### src/rtl/pc_display_scan_ctrl.sv
// Scan controller for the 4-digit 7-segment PC display.
// Optional anode blanking at slot start: define PCDISP_GHOST_BLANK_EN.
module pc_display_scan_ctrl #(
  parameter int SCAN_DIV     = 50000,
  parameter int HALF_PERIOD  = 250,
  parameter int DEB_CYCLES   = 100000,
  parameter int BLANK_CYCLES = 8
) (
  input  logic        clk,
  input  logic        rst,
  input  logic [31:0] pc,
  input  logic        pc_valid,
  input  logic        auto_mode,
  input  logic        btn_sel,
  output logic [3:0]  an,
  output logic [6:0]  seg,
  output logic        half_sel,
  output logic        frame_tick
);

  localparam int PW = (SCAN_DIV > 1) ? $clog2(SCAN_DIV) : 1;
  localparam int FW = $clog2(HALF_PERIOD + 1);
  localparam int DW = $clog2(DEB_CYCLES + 1);

  localparam logic [PW-1:0] PS_LAST = PW'(SCAN_DIV - 1);
  localparam logic [FW-1:0] FC_LAST = FW'(HALF_PERIOD - 1);
  localparam logic [DW-1:0] DB_LAST = DW'(DEB_CYCLES - 1);

`ifdef PCDISP_GHOST_BLANK_EN
  localparam logic [PW-1:0] BLANK_N = PW'(BLANK_CYCLES);
`else
  localparam int unused_blank = BLANK_CYCLES;
`endif

  typedef enum logic {
    ST_AUTO,
    ST_MANUAL
  } mode_t;

  mode_t          state;
  logic [31:0]    shadow;
  logic [31:0]    disp;
  logic           disp_half;
  logic [PW-1:0]  ps;
  logic [1:0]     idx;
  logic [FW-1:0]  fcnt;
  logic [FW-1:0]  fcnt_nxt;
  logic           half_nxt;
  logic           sync0;
  logic           sync1;
  logic           deb_level;
  logic [DW-1:0]  deb_cnt;
  logic           slot_end;
  logic           frame_end;
  logic           deb_accept;
  logic           deb_rise;
  logic [15:0]    h;
  logic [3:0]     nib;
  logic [3:0]     an_nxt;
  logic [6:0]     seg_nxt;

  assign slot_end   = (ps == PS_LAST);
  assign frame_end  = slot_end && (idx == 2'd3);
  assign deb_accept = (sync1 != deb_level) && (deb_cnt == DB_LAST);
  assign deb_rise   = deb_accept && sync1;
  assign h          = disp_half ? disp[31:16] : disp[15:0];

  // Prescaler and digit index; one slot is SCAN_DIV cycles
  always_ff @(posedge clk) begin
    if (rst) begin
      ps  <= '0;
      idx <= '0;
    end else if (slot_end) begin
      ps  <= '0;
      idx <= idx + 2'd1;
    end else begin
      ps  <= ps + 1'b1;
    end
  end

  // Shadow capture; display copy and half only move at frame end
  always_ff @(posedge clk) begin
    if (rst) begin
      shadow    <= '0;
      disp      <= '0;
      disp_half <= 1'b0;
    end else begin
      if (pc_valid)
        shadow <= pc;
      if (frame_end) begin
        disp      <= shadow;
        disp_half <= half_nxt;
      end
    end
  end

  // Two-flop synchronizer and stable-count debouncer for the button
  always_ff @(posedge clk) begin
    if (rst) begin
      sync0     <= 1'b0;
      sync1     <= 1'b0;
      deb_level <= 1'b0;
      deb_cnt   <= '0;
    end else begin
      sync0 <= btn_sel;
      sync1 <= sync0;
      if (sync1 == deb_level) begin
        deb_cnt <= '0;
      end else if (deb_accept) begin
        deb_level <= sync1;
        deb_cnt   <= '0;
      end else begin
        deb_cnt <= deb_cnt + 1'b1;
      end
    end
  end

  // Next half request and frame count for the current mode
  always_comb begin
    half_nxt = half_sel;
    fcnt_nxt = fcnt;
    unique case (state)
      ST_AUTO: begin
        if (frame_end) begin
          if (fcnt == FC_LAST) begin
            half_nxt = ~half_sel;
            fcnt_nxt = '0;
          end else begin
            fcnt_nxt = fcnt + 1'b1;
          end
        end
      end
      ST_MANUAL: begin
        fcnt_nxt = '0;
        if (deb_rise)
          half_nxt = ~half_sel;
      end
      default: begin
        half_nxt = half_sel;
        fcnt_nxt = fcnt;
      end
    endcase
  end

  // Half-select mode machine; mode follows auto_mode every cycle
  always_ff @(posedge clk) begin
    if (rst) begin
      state    <= ST_MANUAL;
      half_sel <= 1'b0;
      fcnt     <= '0;
    end else begin
      state    <= auto_mode ? ST_AUTO : ST_MANUAL;
      half_sel <= half_nxt;
      fcnt     <= fcnt_nxt;
    end
  end

  // Digit nibble and anode pattern for the current index
  always_comb begin
    nib    = h[15:12];
    an_nxt = 4'b1110;
    unique case (idx)
      2'd0: begin nib = h[15:12]; an_nxt = 4'b1110; end
      2'd1: begin nib = h[11:8];  an_nxt = 4'b1101; end
      2'd2: begin nib = h[7:4];   an_nxt = 4'b1011; end
      2'd3: begin nib = h[3:0];   an_nxt = 4'b0111; end
      default: begin nib = h[15:12]; an_nxt = 4'b1110; end
    endcase
`ifdef PCDISP_GHOST_BLANK_EN
    if (ps < BLANK_N)
      an_nxt = 4'b1111;
`endif
  end

  // Hex to active-low gfedcba
  always_comb begin
    seg_nxt = 7'b1111111;
    unique case (nib)
      4'h0: seg_nxt = 7'b1000000;
      4'h1: seg_nxt = 7'b1111001;
      4'h2: seg_nxt = 7'b0100100;
      4'h3: seg_nxt = 7'b0110000;
      4'h4: seg_nxt = 7'b0011001;
      4'h5: seg_nxt = 7'b0010010;
      4'h6: seg_nxt = 7'b0000010;
      4'h7: seg_nxt = 7'b1111000;
      4'h8: seg_nxt = 7'b0000000;
      4'h9: seg_nxt = 7'b0010000;
      4'hA: seg_nxt = 7'b0001000;
      4'hB: seg_nxt = 7'b0000011;
      4'hC: seg_nxt = 7'b1000110;
      4'hD: seg_nxt = 7'b0100001;
      4'hE: seg_nxt = 7'b0000110;
      4'hF: seg_nxt = 7'b0001110;
      default: seg_nxt = 7'b1111111;
    endcase
  end

  // Registered pin drivers
  always_ff @(posedge clk) begin
    if (rst) begin
      an         <= 4'b1111;
      seg        <= 7'b1111111;
      frame_tick <= 1'b0;
    end else begin
      an         <= an_nxt;
      seg        <= seg_nxt;
      frame_tick <= frame_end;
    end
  end

endmodule

### config.mk
export PLATFORM = sky130hd
export DESIGN_NAME = pc_display_scan_ctrl
export DESIGN_NICKNAME = d
export VERILOG_FILES = /design/src/rtl/pc_display_scan_ctrl.sv
export SDC_FILE = /design/constraint.sdc
export NUM_CORES = 1
export LEC_CHECK = 0
export CAP_MARGIN = 20
export CORE_UTILIZATION = 57
export CTS_CLUSTER_DIAMETER = 80
export DETAILED_ROUTE_END_ITERATION = 10
export PLACE_DENSITY = 0.81
export SYNTH_ARGS = -nofsm -noshare
export SYNTH_HDL_FRONTEND = slang
export SYNTH_SLANG_ARGS = --single-unit
### constraint.sdc
create_clock -name clk -period 3 [get_ports clk]
set_input_delay 0.6 -clock clk [delete_from_list [all_inputs] [get_ports clk]]
set_output_delay 0.6 -clock clk [all_outputs]
set_load 0.005 [all_outputs]
; ---- Word-level counts from Yosys, hierarchy flattened
; Memories as Yosys holds them, arrays and structs flattened. A register that Yosys moved wholly into a read port is not among the register bits.
; Cells that the tools add are included.
[op_classes]
n_addsub = 4
eq_ne = 9
n_mux = 11
n_bitwise = 3
n_reduce_logical = 7
[op_table]
columns = op, count
row1 = 4-bit one-hot mux with 4 select lines, 2
row2 = "17-bit by 1-bit adder with 17-bit output, second input constant", 1
row3 = "17-bit == test, second input constant", 1
row4 = "16-bit by 1-bit adder with 16-bit output, second input constant", 1
row5 = "16-bit == test, second input constant", 1
row6 = 16-bit 2-to-1 mux, 1
row7 = 8-bit 2-to-1 mux, 2
row8 = 8-bit one-hot mux with 2 select lines, 1
row9 = "8-bit by 1-bit adder with 8-bit output, second input constant", 1
row10 = "8-bit == test, second input constant", 1
row11 = "2-bit == test, second input constant", 2
row12 = 1-bit 2-to-1 mux, 4
row13 = 1-bit logical AND, 3
row14 = 1-bit inverter, 3
row15 = 3-bit OR reduction, 1
row16 = "2-bit by 1-bit adder with 2-bit output, second input constant", 1
row17 = "2-bit by 1-bit == test with 1-bit output, second input constant", 1
row18 = 2-bit logical NOT, 1
row19 = "2-bit inequality test, second input constant", 1
row20 = 1-bit one-hot mux with 2 select lines, 1
row21 = 2-bit AND reduction, 1
row22 = 2-bit OR reduction, 1
row23 = 1-bit == test, 1
row24 = 1-bit inequality test, 1
[word_totals]
romBits = 112
inputBits = 37
output_inout_bits = 13
ff_bits = 118
wordCells = 49
memories = 1
[memory_table]
columns = memory, words, word_bits, read_ports, rd_ports_with_merged_regs, wr, line_no
row1 = (no name shown), 16, 7, 1, 1, 0, 178  ; unique case (nib)

; ---- Depth between registers and ports, before layout
; Gate-level depths: netlist (run 1).
[depth]
depth_word = 5
mapped_depth = 12
ltp_nobuf = 11

; ---- Worst setup path before layout (run 1)
; No wires, ideal clock.
[synth_timing]
path_type = flip-flop to flip-flop
start = register idx[0]
end = register seg[5]
n_path_buf = 1
synth_period_minus_slack_ns = 2.372
required_time_ns = 2.878
t_arrival_ns = 2.250
path_stages_with_launch = 13
path_slack_ns = 0.628
setup_time_ns = 0.122
cell_sequence = dfxtp_1 inv_1 ha_1 clkbuf_1 a222oi_1 a22oi_1 nand2_1 inv_1 ha_1 inv_1 nor2_1 a21o_1 a221o_1
[synth_between]
elab_chain_cells = 2
word_cells_on_any_way = 5
classes_between = 3 x eq/ne / 1 x mux / 1 x reduce/logical
[synth_lines]
columns = element, line_no
row1 = from (decl), 45  ; logic [1:0] idx;
row2 = from (signal assigned), 75  ; idx <= idx + 2'd1;
row3 = "2-bit == test, or another cell as far along", 162  ; unique case (idx)
row4 = 4-bit one-hot mux with 4 select lines (*), 162
row5 = to (decl), 16  ; output logic [6:0] seg,
; Mark *: on every way between the ends. The rest lies on a longest branch, timed or not.
; A chain may end at the register's enable or synchronous reset.

; ---- Final worst setup path (run 1)
; Same ends and word-level chain as after synthesis.

==> results of run 1 <==
[registers in the layout (all words and copies together) (netlist names)]
signal	count
disp	32
deb_level	1
state	1
idx	2
frame_tick	1
sync0	1
seg	7
ps	16
sync1	1
half_sel	1
disp_half	1
fcnt	8
deb_cnt	17
shadow	32
an	4
[stage by stage]
stage | setup WS (ns) | cell area [um^2] | hold WS, ns | utilization [%]
6_report | 0.251 | 6270 | 0.443 | 71.5
2_1_floorplan | 0.628 | 5180 | 0.414 | -
3_3_place_gp | 0.558 | 5690 | 0.443 | 64.9
3_5_place_dp | 0.343 | 5690 | 0.443 | 64.9
4_1_cts | 0.323 | 6270 | 0.436 | 71.5
5_1_grt | 0.0966 | 6270 | 0.460 | 71.5
[final cells by class]
class | count | area (um^2) | area share, %
flip-flops and latches | 125 | 2500 | 39.9
multi-input cells | 412 | 2490 | 39.8
repair buffers | 53 | 510 | 8.14
clock buffers | 19 | 442 | 7.05
clock inverters | 13 | 140 | 2.24
well taps | 108 | 135 | 2.16
inverters | 12 | 45.0 | 0.719
[where the power goes]
group	total (mW)	internal (mW)	switching, mW
combinational	0.146	0.0843	0.0618
clock	1.97	1.23	0.742
sequential	1.72	1.70	0.0215
[worst max-delay path, delay by kind of cell (launching register included)]
kind	cells	cell delay (ns)
adder cells (fa/ha/maj)	2	0.54
flip-flops	1	0.42
buffers and inverters	3	0.32
AND/OR/NAND/NOR	3	0.38
AO/OA/AOI/OAI	3	0.99
[cells by family after synthesis]
family          Yosys count  share of synthesized area (%)
mux                      38                           7.37
buf+inv                  43                           3.57
simple gates            252                           22.7
xor+xnor                 35                           5.92
flops                   125                           48.3
fa+ha+maj                14                           3.38
compound gates           73                           8.74
[layer usage]
metal,vias up,global-route usage [%],share of wire (%)
li1,2043,-,-
met1,1943,29.7,45
met2,112,37.8,48
met3,21,5.61,4.7
met4,0,11.1,1.9
met5,-,0,0
[cell usage after synthesis (2+ instances only)]
library cell | instances | area, um^2
and4_1 | 2 | 17.5
a211o_1 | 2 | 17.5
o21ai_0 | 7 | 35.0
nand4_1 | 7 | 43.8
a21o_1 | 2 | 15.0
nand2b_1 | 6 | 37.5
or2_1 | 2 | 12.5
buf_4 | 2 | 15.0
nor2_1 | 83 | 312
xnor2_1 | 14 | 123
a221o_1 | 3 | 30.0
nor4_4 | 2 | 42.5
or4_1 | 2 | 15.0
nor2b_1 | 7 | 43.8
a22oi_1 | 7 | 52.6
inv_1 | 12 | 45.0
nor4_1 | 2 | 12.5
or4bb_1 | 2 | 22.5
nand2_1 | 94 | 353
and2_1 | 2 | 12.5
nand3_1 | 18 | 90.1
a21oi_1 | 40 | 200
clkbuf_1 | 21 | 78.8
or4b_4 | 2 | 27.5
and3_1 | 5 | 31.3
ha_1 | 14 | 175
nor3_1 | 7 | 35.0
or3_1 | 3 | 18.8
buf_1 | 5 | 18.8
xor2_1 | 21 | 184
buf_6 | 2 | 22.5
a222oi_1 | 3 | 30.0
dfxtp_1 | 125 | 2500
mux2i_1 | 37 | 370
[worst paths after layout]
path | startpoint | endpoint | slack (ns) | depth (start not counted)
setup reg to reg | idx[0]$_SDFFE_PP0N_ | seg[5]$_SDFF_PP1_ | 0.25 | 11
setup / recovery | idx[0]$_SDFFE_PP0N_ | seg[5]$_SDFF_PP1_ | 0.25 | 11
hold reg to reg | sync0$_SDFF_PP0_ | sync1$_SDFF_PP0_ | 0.46 | 1
hold / removal | rst | shadow[21]$_SDFFE_PP0P_ | 0.44 | 2
==> flow_summary_export.csv, run 1 <==
group,metric,value,unit
routing,wl_per_cell,14.3,um
clock_network,cts_sinks,125,
clock_network,clock_latency,0.52,ns
layout,fin_cells,742,
routing,drc,0,
setup_path,required,3.40,ns
clock_network,clock_path_buffers,2,
grt,grt_pass1_wl,18100,um
clock_network,hold_buffers,0,
die,die_y,97.3,um
clock_network,cts_tree,"built",
clock_network,cts_inserted_buffers,17,
layout,drive_gt1_share,7.57,%
synthesis,synth_nets,631,
die,coreArea,0.00876,mm^2
layout,n_antenna_cell,0,
power_and_ir_drop,fin_total_pwr,3.83,mW
routing,ant_nets,0,
grt,grt_start_max_net_pins,45,
power_and_ir_drop,leakage,2.35,nW
timing,setup_viol,0,
synthesis,synth-edff-count,0,
die,die_w,97.3,um
timing,period_needed,2.75,ns
timing,tns,0,ns
synthesis,synth_seq_cells,125,
setup_path,crit_path_start_kind,"flop",
routing,vias,4119,
status,outcome,"completed",
grt,antenna_found_initial,0,
setup_path,path_cells,"inv_1 -> ha_1 -> a222oi_1 -> nand2_1 -> nand3_1 -> inv_1 -> ha_1 -> inv_1 -> nor2_1 -> a21o_1 -> a221o_1",
layout,mostFrequentLayoutCell,"dfxtp_1",
die,dieArea,0.00948,mm^2
synthesis,ys_types,51,
placement,io_buffers,49,
die,start_util,59.1,%
power_and_ir_drop,vdd_drop_max,0.000380,V
setup_path,critPathMaxStageDelay,0.46,ns
timing,hold_violations,0,
routing,drtIter0Drc,205,
grt,grtUsageTotal,23.5,%
timing,clock_skew,0.0121,ns
setup_path,cp_slowest_cell,"a222oi_1",
timing,rsz0062_at_grt,"false",
flow_run,drv_cap,0,
layout,nFillCells,658,
placement,dp_cells,710,
clock_network,root_buffer,"clkbuf_8",
placement,hpwl,7140,um
clock_network,cts_setup_buffers,0,
setup_path,crit_fanout,9,
routing,finalWirelength,10600,um
synthesis,yosysWarnings,0,
setup_path,crit_top_cell,"inv_1",
placement,place.gp.congestion,0.877,
hold_path,hold_path.class,"input pin to flop",
die,rows,34,
grt,grt_pass1_vias,4000,
setup_path,setup.worst_path.class,"flop to flop",
synthesis,synth_cells,580,
routing,dr.pass1.iters,5,
timing,clock.fmax,364,MHz
timing,period_share,91.6,%
synthesis,async_reset_ff_share,0,%
layout,final_cell_mix,"dfxtp_1 (125), nand2_1 (94), nor2_1 (83)",
timing,worstMarginPinSlew,0.927,ns
clock_network,cts-resized-gates,0,
setup_path,worstPathArrival,3.15,ns
layout,area_growth,21.0,%
setup_path,endpoint_kind,"flop",
die,pin_count,50,
routing,vias_per_cell,5.55,
synthesis,synth_ff_type,"dfxtp_1",
synthesis,avgSynthCellArea,8.93,um^2
timing,slew_headroom,38.2,%
clock_network,clk_pin_slew,0.06,ns
grt,grt_overflow,0,
layout,fin_nets,672,
clock_network,cts_htree_levels,4,
timing,drv_slew,0,
synthesis,syn_area,0.00518,mm^2
synthesis,yosysSeqAreaShare,48.3,%
power_and_ir_drop,p_per_area,611,mW/mm^2
No activity file was read; power rests on OpenSTA's default activity.
==> run 2, diff against run 1 <==
--- a/config.mk
+++ b/config.mk
@@ -6,10 +6,9 @@
 export NUM_CORES = 1
 export LEC_CHECK = 0
 export CAP_MARGIN = 20
-export CORE_UTILIZATION = 57
-export CTS_CLUSTER_DIAMETER = 80
+export CORE_UTILIZATION = 49
 export DETAILED_ROUTE_END_ITERATION = 10
-export PLACE_DENSITY = 0.81
+export PLACE_DENSITY = 0.71
 export SYNTH_ARGS = -nofsm -noshare
 export SYNTH_HDL_FRONTEND = slang
 export SYNTH_SLANG_ARGS = --single-unit
==> run 2 against run 1 <==
Effect of this change:
- worst setup slack improved by 0.13 ns
- sequential cell count did not move
- clock-buffer cell count up 1
- worst hold slack better by 0.0028 ns
- largest power group unchanged
- highest routed layer unchanged
==> flow_summary_export.csv, run 2 (synthesis gave the netlist of run 1 again) <==
group,metric,value,unit
setup_path,crit_fanout,9,
grt,grt_pass1_vias,3965,
die,pin_count,50,
power_and_ir_drop,intPower,3.12,mW
clock_network,cts_htree_levels,4,
power_and_ir_drop,seqPwrFrac,43.5,%
timing,period_share,87.5,%
power_and_ir_drop,p_comb_share,3.7,%
timing,worstMarginPinSlew,0.916,ns
power_and_ir_drop,p_sw_share,21.0,%
die,coreArea,0.0103,mm^2
power_and_ir_drop,leakage,2.36,nW
placement,io_buffers,49,
placement,dp_cells,737,
clock_network,clk_pin_slew,0.06,ns
setup_path,critPathMaxStageDelay,0.42,ns
routing,wl_per_cell,13.6,um
timing,drv_slew,0,
placement,place.gp.congestion,0.863,
routing,dr.pass1.iters,4,
grt,grt_start_max_net_pins,65,
power_and_ir_drop,power_switching,0.830,mW
timing,period_needed,2.62,ns
setup_path,required,3.40,ns
clock_network,clock_path_buffers,2,
clock_network,cts_inserted_buffers,17,
setup_path,path_cells,"inv_1 -> ha_1 -> a222oi_1 -> nand2_1 -> nand3_1 -> inv_1 -> ha_1 -> inv_1 -> nor2_1 -> a21o_1 -> a221o_1",
grt,grt_pass1_wl,18300,um
clock_network,cts_sinks,125,
clock_network,hold_buffers,0,
layout,drive_gt1_share,7.42,%
layout,regArea,0.00250,mm^2
layout,mostFrequentLayoutCell,"dfxtp_1",
layout,area_growth,22.2,%
flow_run,drv_cap,0,
clock_network,root_buffer,"clkbuf_8",
setup_path,cp_slowest_cell,"dfxtp_1",
setup_path,crit_path_start_kind,"flop",
status,outcome,"completed",
die,die_y,105,um
setup_path,setup.worst_path.class,"flop to flop",
layout,reg_top3,"disp: 32 flops, shadow: 32 flops, deb_cnt: 17 flops",
routing,vias_per_cell,5.21,
die,dieArea,0.0110,mm^2
clock_network,clock_latency,0.52,ns
timing,hold_violations,0,
grt,grtUsageTotal,20.9,%
die,rows,37,
routing,vias,4005,
setup_path,cp_num_buf_inv,3,
layout,multi_input_area,0.00249,mm^2
timing,rsz0062_at_grt,"false",
power_and_ir_drop,p_per_area,624,mW/mm^2
timing,clock_skew,0.0112,ns
grt,antenna_found_initial,0,
die,start_util,50.4,%
timing,tns,0,ns
setup_path,worstPathArrival,3.02,ns
setup_path,crit_top_cell,"inv_1",
setup_path,endpoint_kind,"flop",
layout,final_cell_mix,"dfxtp_1 (125), nand2_1 (94), nor2_1 (83)",
placement,hpwl,7010,um
power_and_ir_drop,power_frac_clock,52.8,%
layout,n_antenna_cell,0,
layout,fin_nets,671,
timing,setup_viol,0,
routing,drtIter0Drc,260,
routing,drc,0,
clock_network,cts_tree,"built",
hold_path,hold_path.class,"flop to flop",
layout,nFillCells,924,
die,die_w,105,um
layout,fin_cells,769,
setup_path,crit_family,"compound AO/OA/AOI/OAI gates",
clock_network,cts_setup_buffers,0,
power_and_ir_drop,vdd_drop_max,0.000426,V
grt,grt_overflow,0,
clock_network,cts-resized-gates,0,
timing,clock.fmax,381,MHz
timing,slew_headroom,38.9,%
routing,finalWirelength,10400,um
routing,ant_nets,0,
==> run 2: cell types whose count changed in the layout (fill, tap and decap cells not counted) <==
cell       before  now
clkinv_2        3    1
buf_4           4    3
bufinv_16       2    3
clkbuf_8        3    4
clkinv_4        3    2
inv_6           1    2
==> run 2: final cells by class <==
type                       count  area share (%)
clock buffer                  20            7.20
multi-input combinational    412            39.4
inverter                      12           0.712
timing repair buffer          52            7.95
tap                          136            2.69
sequential                   125            39.5
clock inverter                12            2.53
==> run 2: per-stage QoR <==
step | power (mW) | hold WS, ns | area [um^2] | util, % | setup WS, ns
floorplan | 1.83 | 0.414 | 5180 | - | 0.628
global placement | 1.89 | 0.432 | 5710 | 55.6 | 0.563
detailed placement | 1.90 | 0.438 | 5710 | 55.6 | 0.393
CTS | 3.99 | 0.454 | 6330 | 61.6 | 0.399
global route | 4.09 | 0.477 | 6330 | 61.6 | 0.148
finish | 3.95 | 0.446 | 6330 | 61.6 | 0.376
==> run 2: power by group through the flow <==
stage,logic (mW),clock network [mW],registers (mW)
2_1_floorplan,0.0811,0,1.75
3_5_place_dp,0.146,0,1.75
5_1_grt,0.160,2.20,1.72
3_3_place_gp,0.142,0,1.75
6_report,0.145,2.08,1.72
4_1_cts,0.147,2.13,1.72
==> run 2: path summary, 6_finish.rpt <==
| path | start | endpoint | slack, ns | cells past startpoint |
|---|---|---|---|---|
| max | idx[0]$_SDFFE_PP0N_ | seg[5]$_SDFF_PP1_ | 0.38 | 11 |
| min | sync0$_SDFF_PP0_ | sync1$_SDFF_PP0_ | 0.45 | 1 |
| max reg2reg | idx[0]$_SDFFE_PP0N_ | seg[5]$_SDFF_PP1_ | 0.38 | 11 |
| min reg2reg | sync0$_SDFF_PP0_ | sync1$_SDFF_PP0_ | 0.45 | 1 |
==> run 2: routing by layer <==
metal | up-vias | routed length, um | GRT usage, %
met5 | - | 0 | 0
met4 | 0 | 54 | 7.65
met3 | 4 | 469 | 6.11
met2 | 87 | 4970 | 33.5
met1 | 1877 | 4930 | 26.5
li1 | 2037 | - | -
